<file path="src/rtl/gpu_pkg.sv">
// Shared definitions for the GPU shape pipeline: coordinate width,
// rasteriser state encoding and the primitive IDs used by the control unit.
package gpu_pkg;

    // Coordinate width in bits; 10 bits covers a 640x480 frame.
    localparam int COORD_W = 10;

    // Line rasteriser sequencing states.
    typedef enum logic [2:0] {
        IDLE    = 3'd0,
        EMIT    = 3'd1,
        WAIT_LO = 3'd2,
        WAIT_HI = 3'd3,
        DONE    = 3'd4
    } raster_state_t;

    // Primitive encodings carried in the shape FIFO.
    typedef enum logic [1:0] {
        SHAPE_LINE     = 2'd0,
        SHAPE_TRIANGLE = 2'd1,
        SHAPE_ARC      = 2'd2,
        SHAPE_CLEAR    = 2'd3
    } shape_id_t;

endpackage

</file>
<file path="src/rtl/line_raster_if.sv">
// Handshake and coordinate bundle between the control unit (master) and
// the line rasteriser (slave).
interface line_raster_if #(
    parameter int COORD_W = gpu_pkg::COORD_W
);

    logic               enable;
    logic [COORD_W-1:0] x0;
    logic [COORD_W-1:0] y0;
    logic [COORD_W-1:0] x1;
    logic [COORD_W-1:0] y1;
    logic               data_ready;
    logic               line_done;
    logic [COORD_W-1:0] pix_x;
    logic [COORD_W-1:0] pix_y;

    modport master (
        output enable, x0, y0, x1, y1,
        input  data_ready, line_done, pix_x, pix_y
    );

    modport slave (
        input  enable, x0, y0, x1, y1,
        output data_ready, line_done, pix_x, pix_y
    );

endinterface

</file>
<file path="src/rtl/bresenham_step.sv">
// One combinational Bresenham step: from the current point and error term,
// produce the next point and error. Shared by the line and arc paths.
// sx/sy are direction flags: 0 steps by +1, 1 steps by -1.
module bresenham_step #(
    parameter int COORD_W = 10
) (
    input  logic                      [COORD_W-1:0] cur_x,
    input  logic                      [COORD_W-1:0] cur_y,
    input  logic signed               [COORD_W+1:0] err,
    input  logic signed               [COORD_W+1:0] dx,
    input  logic signed               [COORD_W+1:0] dy,
    input  logic                                    sx,
    input  logic                                    sy,
    output logic                      [COORD_W-1:0] next_x,
    output logic                      [COORD_W-1:0] next_y,
    output logic signed               [COORD_W+1:0] next_err
);

    localparam logic [COORD_W-1:0] ONE = COORD_W'(1);

    logic signed [COORD_W+2:0] e2;
    logic signed [COORD_W+2:0] dx_ext;
    logic signed [COORD_W+2:0] dy_ext;
    logic                      step_x;
    logic                      step_y;

    // Both decisions compare against the pre-step error; both updates may apply.
    always_comb begin
        // NOTE: blocking assignments in combinational logic, so later lines see
        // the values just computed (next_err accumulates both updates in order).
        e2       = {err, 1'b0};
        dx_ext   = {dx[COORD_W+1], dx};
        dy_ext   = {dy[COORD_W+1], dy};
        step_x   = (e2 >= dy_ext);
        step_y   = (e2 <= dx_ext);
        next_err = err;
        next_x   = cur_x;
        next_y   = cur_y;
        if (step_x) begin
            next_err = next_err + dy;
            next_x   = sx ? (cur_x - ONE) : (cur_x + ONE);
        end
        if (step_y) begin
            next_err = next_err + dx;
            next_y   = sy ? (cur_y - ONE) : (cur_y + ONE);
        end
    end

endmodule

</file>
<file path="src/rtl/line_raster.sv">
// Bresenham line rasteriser: latches a segment on enable, then hands out one
// pixel per enable low/high handshake from the control unit, and finally
// raises line_done. All outputs are registered.
module line_raster
    import gpu_pkg::*;
#(
    parameter int COORD_W = gpu_pkg::COORD_W
) (
    input  logic          clk,
    input  logic          nreset,
    line_raster_if.slave  bus
);

    localparam int EW = COORD_W + 2;

    raster_state_t        state_q, state_d;
    logic signed [EW-1:0] dx_q, dx_d;
    logic signed [EW-1:0] dy_q, dy_d;
    logic signed [EW-1:0] err_q, err_d;
    logic                 sx_q, sx_d;
    logic                 sy_q, sy_d;
    logic [COORD_W-1:0]   cur_x_q, cur_x_d;
    logic [COORD_W-1:0]   cur_y_q, cur_y_d;
    logic [COORD_W-1:0]   end_x_q, end_x_d;
    logic [COORD_W-1:0]   end_y_q, end_y_d;
    logic [COORD_W-1:0]   pix_x_q, pix_x_d;
    logic [COORD_W-1:0]   pix_y_q, pix_y_d;
    logic                 data_ready_q, data_ready_d;
    logic                 line_done_q, line_done_d;

    logic [COORD_W-1:0]   abs_dx;
    logic [COORD_W-1:0]   abs_dy;
    logic signed [EW-1:0] dx_init;
    logic signed [EW-1:0] dy_init;
    logic [COORD_W-1:0]   step_x;
    logic [COORD_W-1:0]   step_y;
    logic signed [EW-1:0] step_err;
    logic                 at_end;

    // Segment setup terms from the FIFO head, used only when leaving IDLE.
    assign abs_dx  = (bus.x1 >= bus.x0) ? (bus.x1 - bus.x0) : (bus.x0 - bus.x1);
    assign abs_dy  = (bus.y1 >= bus.y0) ? (bus.y1 - bus.y0) : (bus.y0 - bus.y1);
    assign dx_init = signed'({2'b00, abs_dx});
    assign dy_init = -signed'({2'b00, abs_dy});
    assign at_end  = (cur_x_q == end_x_q) && (cur_y_q == end_y_q);

    bresenham_step #(
        .COORD_W (COORD_W)
    ) u_step (
        .cur_x    (cur_x_q),
        .cur_y    (cur_y_q),
        .err      (err_q),
        .dx       (dx_q),
        .dy       (dy_q),
        .sx       (sx_q),
        .sy       (sy_q),
        .next_x   (step_x),
        .next_y   (step_y),
        .next_err (step_err)
    );

    // Next-state and next-output logic for the handshake sequencer.
    always_comb begin
        // NOTE: every *_d gets a default first so no path leaves it unassigned,
        // which would otherwise infer a latch.
        state_d      = state_q;
        dx_d         = dx_q;
        dy_d         = dy_q;
        err_d        = err_q;
        sx_d         = sx_q;
        sy_d         = sy_q;
        cur_x_d      = cur_x_q;
        cur_y_d      = cur_y_q;
        end_x_d      = end_x_q;
        end_y_d      = end_y_q;
        pix_x_d      = pix_x_q;
        pix_y_d      = pix_y_q;

        case (state_q)
            IDLE: begin
                if (bus.enable) begin
                    dx_d    = dx_init;
                    dy_d    = dy_init;
                    err_d   = dx_init + dy_init;
                    sx_d    = (bus.x1 < bus.x0);
                    sy_d    = (bus.y1 < bus.y0);
                    cur_x_d = bus.x0;
                    cur_y_d = bus.y0;
                    end_x_d = bus.x1;
                    end_y_d = bus.y1;
                    state_d = EMIT;
                end
            end
            EMIT: begin
                state_d = WAIT_LO;
            end
            WAIT_LO: begin
                if (!bus.enable) begin
                    state_d = WAIT_HI;
                end
            end
            WAIT_HI: begin
                if (bus.enable) begin
                    if (at_end) begin
                        state_d = DONE;
                    end else begin
                        cur_x_d = step_x;
                        cur_y_d = step_y;
                        err_d   = step_err;
                        state_d = EMIT;
                    end
                end
            end
            DONE: begin
                if (!bus.enable) begin
                    state_d = IDLE;
                end
            end
            default: begin
                state_d = IDLE;
            end
        endcase

        // Moore outputs decoded from the state being entered.
        data_ready_d = (state_d == EMIT);
        line_done_d  = (state_d == DONE);
        if (state_d == EMIT) begin
            pix_x_d = cur_x_d;
            pix_y_d = cur_y_d;
        end
    end

    // State, working registers and registered outputs.
    always_ff @(posedge clk or negedge nreset) begin
        if (!nreset) begin
            state_q      <= IDLE;
            dx_q         <= '0;
            dy_q         <= '0;
            err_q        <= '0;
            sx_q         <= 1'b0;
            sy_q         <= 1'b0;
            cur_x_q      <= '0;
            cur_y_q      <= '0;
            end_x_q      <= '0;
            end_y_q      <= '0;
            pix_x_q      <= '0;
            pix_y_q      <= '0;
            data_ready_q <= 1'b0;
            line_done_q  <= 1'b0;
        end else begin
            // NOTE: non-blocking assignments so every flop samples pre-edge values.
            state_q      <= state_d;
            dx_q         <= dx_d;
            dy_q         <= dy_d;
            err_q        <= err_d;
            sx_q         <= sx_d;
            sy_q         <= sy_d;
            cur_x_q      <= cur_x_d;
            cur_y_q      <= cur_y_d;
            end_x_q      <= end_x_d;
            end_y_q      <= end_y_d;
            pix_x_q      <= pix_x_d;
            pix_y_q      <= pix_y_d;
            data_ready_q <= data_ready_d;
            line_done_q  <= line_done_d;
        end
    end

    assign bus.data_ready = data_ready_q;
    assign bus.line_done  = line_done_q;
    assign bus.pix_x      = pix_x_q;
    assign bus.pix_y      = pix_y_q;

endmodule

</file>
<file path="src/flat_wrapper.sv">
// flat-port wrapper written by rule: the top's interface ports become plain ports
module line_raster_flat import gpu_pkg::*;
#(
    parameter int COORD_W = gpu_pkg::COORD_W
)
  (clk, nreset, bus_enable, bus_x0, bus_y0, bus_x1, bus_y1, bus_data_ready, bus_line_done, bus_pix_x, bus_pix_y);
  line_raster_if #(.COORD_W(COORD_W)) bus_i ();
  input  logic clk;
  input  logic nreset;
  input wire logic [$bits(bus_i.enable)-1:0] bus_enable;
  input wire logic [$bits(bus_i.x0)-1:0] bus_x0;
  input wire logic [$bits(bus_i.y0)-1:0] bus_y0;
  input wire logic [$bits(bus_i.x1)-1:0] bus_x1;
  input wire logic [$bits(bus_i.y1)-1:0] bus_y1;
  output wire logic [$bits(bus_i.data_ready)-1:0] bus_data_ready;
  output wire logic [$bits(bus_i.line_done)-1:0] bus_line_done;
  output wire logic [$bits(bus_i.pix_x)-1:0] bus_pix_x;
  output wire logic [$bits(bus_i.pix_y)-1:0] bus_pix_y;
  assign bus_i.enable = bus_enable;
  assign bus_i.x0 = bus_x0;
  assign bus_i.y0 = bus_y0;
  assign bus_i.x1 = bus_x1;
  assign bus_i.y1 = bus_y1;
  assign bus_data_ready = bus_i.data_ready;
  assign bus_line_done = bus_i.line_done;
  assign bus_pix_x = bus_i.pix_x;
  assign bus_pix_y = bus_i.pix_y;
  line_raster #(.COORD_W(COORD_W)) u_core (.clk(clk), .nreset(nreset), .bus(bus_i));
endmodule
</file>
<file path="config.mk">
export PLATFORM = sky130hd
export DESIGN_NAME = line_raster_flat
export DESIGN_NICKNAME = d
export VERILOG_FILES = /design/src/rtl/gpu_pkg.sv /design/src/rtl/line_raster_if.sv /design/src/rtl/bresenham_step.sv /design/src/rtl/line_raster.sv /design/src/flat_wrapper.sv
export SDC_FILE = /design/constraint.sdc
export NUM_CORES = 1
export LEC_CHECK = 0
export ABC_CLOCK_PERIOD_IN_PS = 5900
export CAP_MARGIN = 20
export CORE_UTILIZATION = 45
export CTS_CLUSTER_DIAMETER = 30
export CTS_CLUSTER_SIZE = 28
export DETAILED_ROUTE_END_ITERATION = 8
export PLACE_DENSITY_LB_ADDON = 0.25
export SLEW_MARGIN = 15
export SYNTH_ARGS = -nofsm -noshare
export SYNTH_HDL_FRONTEND = slang
export SYNTH_SLANG_ARGS = --single-unit
</file>
<file path="constraint.sdc">
create_clock -name clk -period 5.9 [get_ports clk]
set_input_delay 1.18 -clock clk [delete_from_list [all_inputs] [get_ports clk]]
set_output_delay 1.18 -clock clk [all_outputs]
set_load 0.02 [all_outputs]
</file>
# Word-level counts from Yosys, hierarchy flattened
# Cells that the tools add are included.
# totals
regBits	101
inputBits	43
output_inout_bits	22
word_cells	74
# classes
add_sub_neg	12
magnitude_cmp	6
n_eq_ne	11
n_mux	26
n_reduce_logical	5
# op_table
op	count
$mux 10	12
$mux 12	5
$pmux 10 s2	2
$sub 10x10->10	4
$pmux 12 s2	1
$add 10x1->10 const B	2
$eq 10x10->1	2
$ge 10x10->1	2
$lt 10x10->1	2
$sub 10x1->10 const B	2
$mux 3	5
$pmux 3 s5	1
$ge 13x12->1	1
$le 13x11->1	1
$add 11x12->12	1
$add 12x11->12	1
$add 12x12->12	1
$neg 10->12	1
$eq 3x1->1 const B	2
$eq 3x2->1 const B	2
$eq 3x3->1 const B	2
$ne 2x2->1 const B	3
$reduce_and 4->1	1
$logic_not 3->1	1
3 further kinds	3

# Logic depth before layout (Yosys ltp)
# Gate-level depths: netlist of run 1.
# logic_depth
depth_word	7
depth_mapped	26
depth_no_buf	24

# Cells and area by module
# From an unflattened synthesis of run 1, not the netlist that was laid out.
# unflattened
cells_unflattened	1124
hier_area_um2	9529.1
# by_module_without_submodules
mod	instances	cells_each	area_per_inst_um2	seq_area_each_um2
line_raster	1	736	6465.0	2527.4
bresenham_step	1	388	3064.2	0.0

# Worst setup path after synthesis of run 1
# OpenSTA, ideal clock, no wires.
# synth_timing
path_kind	input to register
from	input port bus_y1[0]
to	register u_core.err_q[10]
setup_time_ns	0.120
arrival_ns	5.413
required_time_ns	5.780
slack_ns	0.367
cell_stages	26
path_buffers	2
path_cell_list	inv_1 ha_1 inv_1 fa_1 a21o_1 a311oi_1 or2_1 buf_6 nand2_1 buf_2 mux2i_1 ha_1 and2_1 a211oi_1 a21oi_1 a21boi_1 ha_1 a21boi_0 o21ai_0 nand2b_1 a21o_1 a21o_1 a311oi_1 xnor2_1 o21ai_0 nand2_1
# synth_via
elab_chain_cells	6
elab_cells_between_ends	8
classes_between	4 x add/sub; 1 x order compare; 3 x mux
# synth_lines
element	line	rtl
start: declaration	flat_wrapper.sv:14	input wire logic [$bits(bus_i.y1)-1:0] bus_y1;
$sub 10x10->10 / $ge 10x10->1 (equally long branches)	line_raster.sv:42	assign abs_dy = (bus.y1 >= bus.y0) ? (bus.y1 - bus.y0) : (bus.y0 - bus.y1);
$mux 10 (*)	line_raster.sv:42	
$neg 10->12 (*)	line_raster.sv:44	assign dy_init = -signed'({2'b00, abs_dy});
named net u_core.dy_init[4]	line_raster.sv:34	logic signed [EW-1:0] dy_init;
$add 11x12->12 (*)	line_raster.sv:84	err_d = dx_init + dy_init;
$mux 12 (*)	line_raster.sv:81	if (bus.enable) begin
$pmux 12 s2 (*)	line_raster.sv:79	case (state_q)
end signal: assignment	line_raster.sv:155	err_q <= err_d;
end: declaration	line_raster.sv:19	logic signed [EW-1:0] err_q, err_d;
# Mark *: on every way through the listed nets, which the timed path passes. The rest lies on a longest branch. The select of a mux whose other input is x is not followed.
# A chain may end at the register's enable or synchronous reset.

# Worst setup path in the final report of run 1
# Ends and elaborated chain as after synthesis.

==> results of run 1 <==
==> critical path: stages <==
cell             delay, ns
clkdlybuf4s50_1       0.42
inv_1                 0.09
ha_1                  0.16
inv_1                 0.05
fa_1                  0.37
a21o_1                0.21
a311oi_4              0.26
or2_1                 0.17
nand2_1               0.13
mux2i_1               0.16
ha_1                  0.22
and2_2                0.21
a211oi_1              0.23
a21oi_1               0.05
a21boi_2              0.16
ha_1                  0.28
a21boi_0              0.14
o21ai_0               0.17
nand2b_1              0.09
a21o_1                0.18
a21o_1                0.18
a311oi_1              0.31
xnor2_1               0.09
o21ai_0               0.18
nand2_1               0.08
==> final cells by class <==
class	instances	share of cell area
multi-input cells	815	0.561
well taps	265	0.0313
clock buffers	9	0.0213
flip-flops and latches	101	0.238
inverters	95	0.0336
repair buffers	128	0.106
clock inverters	7	0.00815
==> cells by family after synthesis <==
family,after synthesis
compound gates,296
buf+inv,128
simple gates,275
xor+xnor,81
mux,47
fa+ha+maj,116
flops,101
==> state kept, by name, summed over array words and instances (netlist names), 3 cells and up <==
register	count
u_core.cur_y_q	10
u_core.dy_q	12
u_core.dx_q	10
u_core.bus.pix_y	10
u_core.err_q	12
u_core.cur_x_q	10
u_core.state_q	3
u_core.end_y_q	10
u_core.bus.pix_x	10
u_core.end_x_q	10
==> cell usage in the layout (no fill, tap or decap), types with 6 or more instances in the layout <==
cell type	n
a211oi_1	12
a21o_1	17
a21oi_1	86
and2_1	8
buf_4	65
clkbuf_16	9
clkdlybuf4s50_1	62
dfrtp_1	101
fa_1	9
ha_1	107
inv_1	94
mux2_2	33
mux2i_1	14
nand2_1	119
nand2b_1	7
nand3_1	13
nand4_1	10
nor2_1	63
nor2b_1	8
nor3_1	12
o211ai_1	6
o21a_1	7
o21ai_0	81
o21bai_1	14
o221ai_1	15
o31ai_1	7
xnor2_1	53
xor2_1	27
==> per-layer routing <==
metal,vias up,routed length [um],GRT usage
met1,3758,11200,0.331
met2,163,11700,0.418
met3,32,877,0.0250
met5,-,0,0
met4,0,510,0.0773
li1,3911,-,-
==> how the worst min path moves through the flow <==
| stage | startpoint | endpoint | slack, ns | cells after the start |
|---|---|---|---|---|
| after floorplan | u_core.end_y_q[9] | u_core.end_y_q[9] | 0.47 | 2 |
| after global placement | u_core.end_x_q[7] | u_core.end_x_q[7] | 0.48 | 2 |
| after detailed placement | u_core.end_y_q[9] | u_core.end_y_q[9] | 0.49 | 2 |
| after CTS | u_core.end_y_q[9] | u_core.end_y_q[9] | 0.51 | 2 |
| after global routing | u_core.end_y_q[9] | u_core.end_y_q[9] | 0.53 | 2 |
| final | u_core.end_y_q[9] | u_core.end_y_q[9] | 0.51 | 2 |
==> power by group <==
| group | leakage (nW) | internal, mW | switching (mW) |
|---|---|---|---|
| Clock | 0.151 | 0.305 | 0.330 |
| Sequential | 1.24 | 1.03 | 0.339 |
| Combinational | 3.58 | 2.14 | 2.57 |
| Total | 4.97 | 3.48 | 3.24 |
==> timing repair <==
action	4_1_cts	5_1_grt
gates resized for setup	0	7
setup endpoints to repair	0	4
endpoints found under the hold margin	0	0
==> results.ini, run 1 <==
[outcome]
status = complete, no violations

[synthesis]
synthMuxAreaShare = 0.0569
synth_flop_cell = dfrtp_1
synthTopCellsByArea = dfrtp_1 (28%), ha_1 (15%), xnor2_1 (5.2%)
syn_area_sq_um = 8990
synth_common_cells = nand2_1 (119), ha_1 (107), dfrtp_1 (101)
synth-xor-area-share = 0.0797
ys_warn_count = 0
synth.largest_area_cell = dfrtp_1
synth-compound-area-share = 0.209
syn_avg_cell_area_sq_um = 8.62
synth-edff-count = 0
ys_types = 78
synthDominantCellAreaShare = 0.281
synth-simple-area-share = 0.142
ys_seq_area_frac = 0.281
synth_top_family_by_area = compound AO/OA/AOI/OAI gates
async_flop_share = 1.00
syn_nets = 1203
synth-adder-area-share = 0.169
synth_most_common_cell = nand2_1
synth_seq_cells = 101
syn_inst = 1044

[sta]
clock.fmax_mhz = 181
timing.final.ws_setup_ns = 0.388
fin_tns_setup_ns = 0
hold_ws_ns = 0.507
slew_headroom = 0.535
rsz0062_at_grt = false
worstMarginPinSlew_ns = 0.698
maxSlewViolCount = 0
skew_ns = 0.0152
period_share = 0.934
hold_violations = 0
setup_viol = 0
fin_crit_ns = 5.51

[critical_path]
rrSetupSlack_ns = 0.74
reg2reg_to = u_core.err_q[11]
crit_path_end = u_core.err_q[10]
critPathLaunch = bus_y1[0]
required_ns = 6.16
ff2ff_path_depth = 21
regToRegStartpoint = u_core.err_q[9]
cp_data_arrival_time_ns = 5.77
cp-start-kind = primary input
end_kind = flop
cp_max_fo = 4
critical_path_class = in2reg

[floorplan]
core_sq_um = 19500
dieWidth_um = 143
die_height_um = 143
die_area_sq_um = 20600
std_cell_rows = 51
start_util = 0.461
io_pins = 65

[cells_and_area]
fin_area_sq_um = 10600
final_layout_size_suffix_gt1_frac = 0.121
stdcell_count = 1420
diodes = 0
nets = 1309
area_delta_synth_final_pct = 17.8
final.fill_count = 1865
ff_latch_area_sq_um = 2530
multi_input_area_sq_um = 5950
utilization = 0.543

[pwr]
vdd_ir_drop_max_uv = 297
power.density_nw_per_um2 = 634
finalPower_mw = 6.72
p_leak_nw = 4.97

[detailed_routing]
ant_nets = 0
wl_per_cell_um = 17.1
vias = 7864
totalWireLength_um = 24300
first_iter_violations = 433
vias_per_cell = 5.54
dr.pass1.iters = 5
drcViolationCount = 0

[placement]
post-place-ws_ns = -0.239
finalWeightedCongestion = 0.921
place_area_sq_um = 10300
io_buffer_count = 64
numPlacedInstances = 1404
dp.final_hpwl_um = 19300

[clock_network]
cts_hold_buf = 0
cts_tree = yes
cts_buffers = 9
cts_setup_buffers = 0
cts.clk_slew.worst_paths_ns = 0.08
clock_sinks = 101
cts-root-buf = clkbuf_16
clock_latency_ns = 0.37
cts.path.max_buffers = 2
htree_levels = 3

[flow_run]
max_cap_viol_count = 0

[global_routing]
grt_pass1_wl_um = 39000
antenna_found_initial = 0
track_usage = 0.247
grt_max_degree = 55
grt_overflow = 0
first_global_vias = 7618

[worst_hold_path]
hold_path_class = reg2reg

(Power assumes the default switching activity.)
==> inputs of run 2 (changes only) <==
- ABC_CLOCK_PERIOD_IN_PS: 5900 -> 6900
- CORE_MARGIN: default -> 1.5
- clock period: 5.9 -> 6.9 ns (I/O delays scaled with it)
==> run 2 against run 1 <==
  * Die area grew 1.4%
  * Non-clock buffer count is 53 lower
  * Flip-flop and latch count stayed put
  * Register-to-register slack better by 0.64 ns
  * Count of clock-buffer cells in the layout unchanged
  * Critical path depth fell by 1
  * Design area fell by 3.8%
  * Hold slack improved by 0.0073 ns
  * Largest power group unchanged
==> results.ini, run 2 (synthesis gave the netlist of run 1 again) <==
[outcome]
status = complete, no violations

[floorplan]
dieWidth_um = 144
start_util = 0.461
die_height_um = 144
die_area_sq_um = 20800
core_sq_um = 19500
io_pins = 65
std_cell_rows = 51

[clock_network]
cts_setup_buffers = 0
cts-root-buf = clkbuf_16
clock_sinks = 101
cts_buffers = 9
cts_resized = 0
cts_tree = yes
cts.path.max_buffers = 2
htree_levels = 3
clock_latency_ns = 0.37
cts.clk_slew.worst_paths_ns = 0.09
cts_hold_buf = 0

[placement]
io_buffer_count = 64
dp.final_hpwl_um = 19400
numPlacedInstances = 1351
finalWeightedCongestion = 0.912

[worst_hold_path]
hold_path_class = reg2reg
hp-start = u_core.end_x_q[7]

[global_routing]
track_usage = 0.250
grt_max_degree = 58
antenna_found_initial = 0
grt_pass1_wl_um = 39700
grt_overflow = 0
first_global_vias = 7429

[sta]
clock.fmax_mhz = 161
slew_headroom = 0.506
setup_viol = 0
period_share = 0.898
worstMarginPinSlew_ns = 0.731
skew_ns = 0.0141
hold_violations = 0
rsz0062_at_grt = false
fin_crit_ns = 6.20
fin_tns_setup_ns = 0
maxSlewViolCount = 0

[critical_path]
cp_slowest_stage_delay_ns = 0.61
slowest_stage = clkdlybuf4s50_1
critPathLaunch = bus_y0[0]
cp-start-kind = primary input
crit_buf_inv = 2
regToRegStartpoint = u_core.err_q[9]
path_delay_family = compound AO/OA/AOI/OAI gates
cp_max_fo = 6
critical_path_class = in2reg
cp_data_arrival_time_ns = 6.45
end_kind = flop
crit_chain = clkdlybuf4s50_1, ha_1, inv_1, fa_1, a21o_1, a311oi_1, or2_1, nand2_1, mux2i_1, ha_1, and2_1, nor2_1, ha_1, nor2b_1, o21ai_0, a21boi_0, o21ai_0, nand2b_1, a21o_1, a21o_1, a311oi_1, xnor2_1, o21ai_0, nand2_1
required_ns = 7.15

[cells_and_area]
area_delta_synth_final_pct = 13.3
reg_top3 = u_core.dy_q x12, u_core.err_q x12
final_layout_size_suffix_gt1_frac = 0.0753
diodes = 0
layout_commonest_cell = nand2_1
stdcell_count = 1367
final_cell_mix = nand2_1 (119), ha_1 (107), dfrtp_1 (101)
nets = 1256

[pwr]
p_leak_nw = 4.71
vdd_ir_drop_max_uv = 258
power.density_nw_per_um2 = 561

[detailed_routing]
wl_per_cell_um = 18.3
drcViolationCount = 0
vias_per_cell = 5.63
dr.pass1.iters = 6
ant_nets = 0
totalWireLength_um = 25000
vias = 7691
first_iter_violations = 464

[flow_run]
max_cap_viol_count = 0

## run 2: through the flow
step	area, sq um	hold slack (ns)	total power [mW]	setup WS (ns)	utilization
2_1_floorplan	8990	0.466	4.09	1.17	-
3_3_place_gp	9860	0.480	5.04	0.483	0.505
3_5_place_dp	9860	0.493	5.11	0.378	0.505
4_1_cts	10200	0.514	5.73	0.736	0.522
5_1_grt	10200	0.523	6.23	0.246	0.522
6_report	10200	0.514	5.72	0.701	0.522
## run 2: power breakdown
part / internal (mW) / switching (mW) / leakage [nW] / total [mW]
Clock: 0.295 / 0.283 / 0.159 / 0.578
Combinational: 1.73 / 2.23 / 3.31 / 3.96
Sequential: 0.880 / 0.298 / 1.24 / 1.18
Total: 2.90 / 2.81 / 4.71 / 5.72
## run 2: worst paths after layout
kind,end,slack (ns),cells after the start
setup / recovery,u_core.err_q[10],0.70,24
hold / removal,u_core.end_x_q[7],0.51,2
setup reg to reg,u_core.err_q[11],1.38,20
hold reg to reg,u_core.end_x_q[7],0.51,2
max in group asynchronous,u_core.bus.pix_y[6],4.67,2
min in group asynchronous,u_core.err_q[6],1.02,1
## run 2: metal layers
layer / GRT usage / routed length, um / vias up
met2: 0.411 / 11700 / 159
met1: 0.345 / 11800 / 3693
met5: 0 / 0 / -
met3: 0.0265 / 847 / 32
met4: 0.0813 / 590 / 0
li1: - / - / 3807
## run 2: final cells by class
cell class	instances	area (sq um)
Sequential cell	101	2530
Multi-Input combinational cell	815	5930
Inverter	95	357
Timing Repair Buffer	75	721
Clock inverter	7	97.6
Clock buffer	9	225
Fill cell	1881	9330
Tap cell	265	332
## run 2: worst register-to-register path, cell delays in order, from the launching register on
cell and delay (ns):
dfrtp_1 0.48, ha_1 0.34, and4_1 0.21, nand2_1 0.08, or4_1 0.51, a31oi_1 0.18
a211o_1 0.13, buf_4 0.27, mux2_2 0.40, ha_1 0.22, a21o_1 0.19, a21oi_1 0.21
o21ai_0 0.19, o41ai_1 0.64, nor2_1 0.11, a2111oi_0 0.44, nor2_1 0.14, nand2_1 0.11
mux2_2 0.34, o22ai_1 0.15, a21oi_1 0.06
==> inputs of run 3 (changes only) <==
- ABC_CLOCK_PERIOD_IN_PS: 6900 -> 5600
- CTS_BUF_LIST: default -> sky130_fd_sc_hd__clkbuf_16
- CTS_CLUSTER_SIZE: 28 -> 16
- clock period: 6.9 -> 5.6 ns (I/O delays scaled with it)
==> run 3 against run 2 <==
  * Non-clock buffer count up 107
  * Sequential power rose by 21%
  * Setup slack worse by 0.45 ns
  * Sequential share of layout area fell by 1.8 points
  * Design area rose by 7.8%
  * Core utilization is 4.1 points higher
  * Global-route usage shrank 0.18 points
  * Register-to-register slack got worse by 1.0 ns
  * Critical path type unchanged
  * Critical endpoint unchanged
==> results.ini, run 3 (synthesis gave the netlist of run 1 again) <==
[clock_network]
cts_tree = yes
cts.path.max_buffers = 2
htree_levels = 3
cts_buffers = 9
cts-root-buf = clkbuf_16
cts_hold_buf = 0
cts.clk_slew.worst_paths_ns = 0.07
clock_latency_ns = 0.36
clock_sinks = 101

[critical_path]
required_ns = 5.85
cp_data_arrival_time_ns = 5.60
critical_path_class = in2reg
regToRegStartpoint = u_core.err_q[9]
end_kind = flop
critPathLaunch = bus_y1[0]
cp-start-kind = primary input
cp_max_fo = 4

[sta]
hold_violations = 0
maxSlewViolCount = 0
worstMarginPinSlew_ns = 0.890
fin_crit_ns = 5.35
hold_ws_ns = 0.502
setup_viol = 0
skew_ns = 0.0113
slew_headroom = 0.406
clock.fmax_mhz = 187
timing.final.ws_setup_ns = 0.252
period_share = 0.955

[placement]
finalWeightedCongestion = 0.907
post-place-ws_ns = -0.532
dp.final_hpwl_um = 19700
io_buffer_count = 64
numPlacedInstances = 1457

[detailed_routing]
vias = 8062
ant_nets = 0
drcViolationCount = 0
vias_per_cell = 5.47
wl_per_cell_um = 16.6
dr.pass1.iters = 5
totalWireLength_um = 24500
first_iter_violations = 427

[worst_hold_path]
hp-start = u_core.end_x_q[1]
hold_path_class = reg2reg

[floorplan]
core_sq_um = 19500
die_height_um = 144
dieWidth_um = 144
std_cell_rows = 51
io_pins = 65
start_util = 0.461
die_area_sq_um = 20800

[pwr]
clkPwrFrac = 0.090
vdd_ir_drop_max_uv = 368
p_int_mw = 3.77
comb_power_share = 0.710
switching_share = 0.474
finalPower_mw = 7.17
p_leak_nw = 5.22
power.density_nw_per_um2 = 652
netSwitchingPower_mw = 3.39
power_frac_seq = 0.200

[global_routing]
grt_pass1_wl_um = 40200
grt_max_degree = 55
track_usage = 0.248
first_global_vias = 7996
antenna_found_initial = 0
grt_overflow = 0

[cells_and_area]
final_layout_size_suffix_gt1_frac = 0.160
layout_commonest_cell = buf_4
stdcell_count = 1474
diodes = 0
nets = 1363
area_delta_synth_final_pct = 22.1
final_cell_mix = buf_4 (119), nand2_1 (118), ha_1 (107)
final.fill_count = 1854
reg_top3 = u_core.dy_q x12, u_core.err_q x12

[outcome]
status = complete, no violations

[flow_run]
max_cap_viol_count = 0

run 3: cell count changes in the layout (fill, tap and decap cells not counted), sizes merged:
| cell | previous run | this run |
|---|---|---|
| buf | 12 | 119 |
| clkdlybuf4s50 | 63 | 62 |
| clkinv | 2 | 1 |
| clkinvlp | 0 | 1 |
| dlygate4sd2 | 0 | 1 |
run 3: through the flow:
step	cell area, sq um	utilization	TNS [ns]
floorplan	8990	-	0
finish	11000	0.563	0
detailed placement	10700	0.546	-2.14
global placement	10700	0.546	-1.37
CTS	11000	0.561	0
global route	11000	0.563	-0.0621
run 3: power by group through the flow:
stage,combinational [mW],sequential (mW),clock (mW)
2_1_floorplan,3.61,1.43,0
3_3_place_gp,4.96,1.43,0
3_5_place_dp,5.04,1.44,0
4_1_cts,5.08,1.43,0.659
5_1_grt,5.71,1.49,0.684
6_report,5.09,1.43,0.645
run 3: final timing paths:
check,to,slack (ns),depth (start not counted)
max,u_core.err_q[10],0.25,25
min,u_core.end_x_q[1],0.50,2
max reg2reg,u_core.err_q[11],0.37,21
min reg2reg,u_core.end_x_q[1],0.50,2
max in group asynchronous,u_core.cur_y_q[6],3.70,2
min in group asynchronous,u_core.dx_q[5],0.83,1
run 3: metal layers:
layer / track usage / share of wire / up-vias
met5: 0 / 0 / -
met3: 0.0411 / 0.044 / 30
met2: 0.424 / 0.48 / 156
met4: 0.0649 / 0.018 / 0
li1: - / - / 4021
met1: 0.326 / 0.46 / 3855
run 3: area by class of cell:
type                    instances  area (sq um)  share of cell area
clock inverters                 7          71.3             0.00649
inverters                      95           357              0.0325
multi-input cells             815          5950               0.542
clock buffers                   9           225              0.0205
well taps                     265           332              0.0302
repair buffers                182          1520               0.139
flip-flops and latches        101          2530               0.230
run 3: timing repair:
item / in CTS / in global routing
setup endpoints to repair: 2 / 4
gates resized for setup: 2 / 7
setup buffers: 0 / 1
pin swaps: 0 / 2
run 3: worst max-delay path: stages:
cell and delay (ns):
clkdlybuf4s50_1 0.42, inv_1 0.08, ha_1 0.16, inv_1 0.05, fa_1 0.37, a21o_1 0.19, a311oi_2 0.28, or2_1 0.18
nand2_2 0.10, mux2i_1 0.21, xnor2_1 0.17, and2_4 0.20, a21oi_1 0.07, a21oi_1 0.15, a21boi_2 0.20, ha_1 0.26
a21boi_0 0.15, o21ai_1 0.14, nand2b_1 0.09, a21o_1 0.18, a21o_1 0.19, a311oi_2 0.30, xnor2_1 0.10, o21ai_0 0.16
nand2_1 0.08
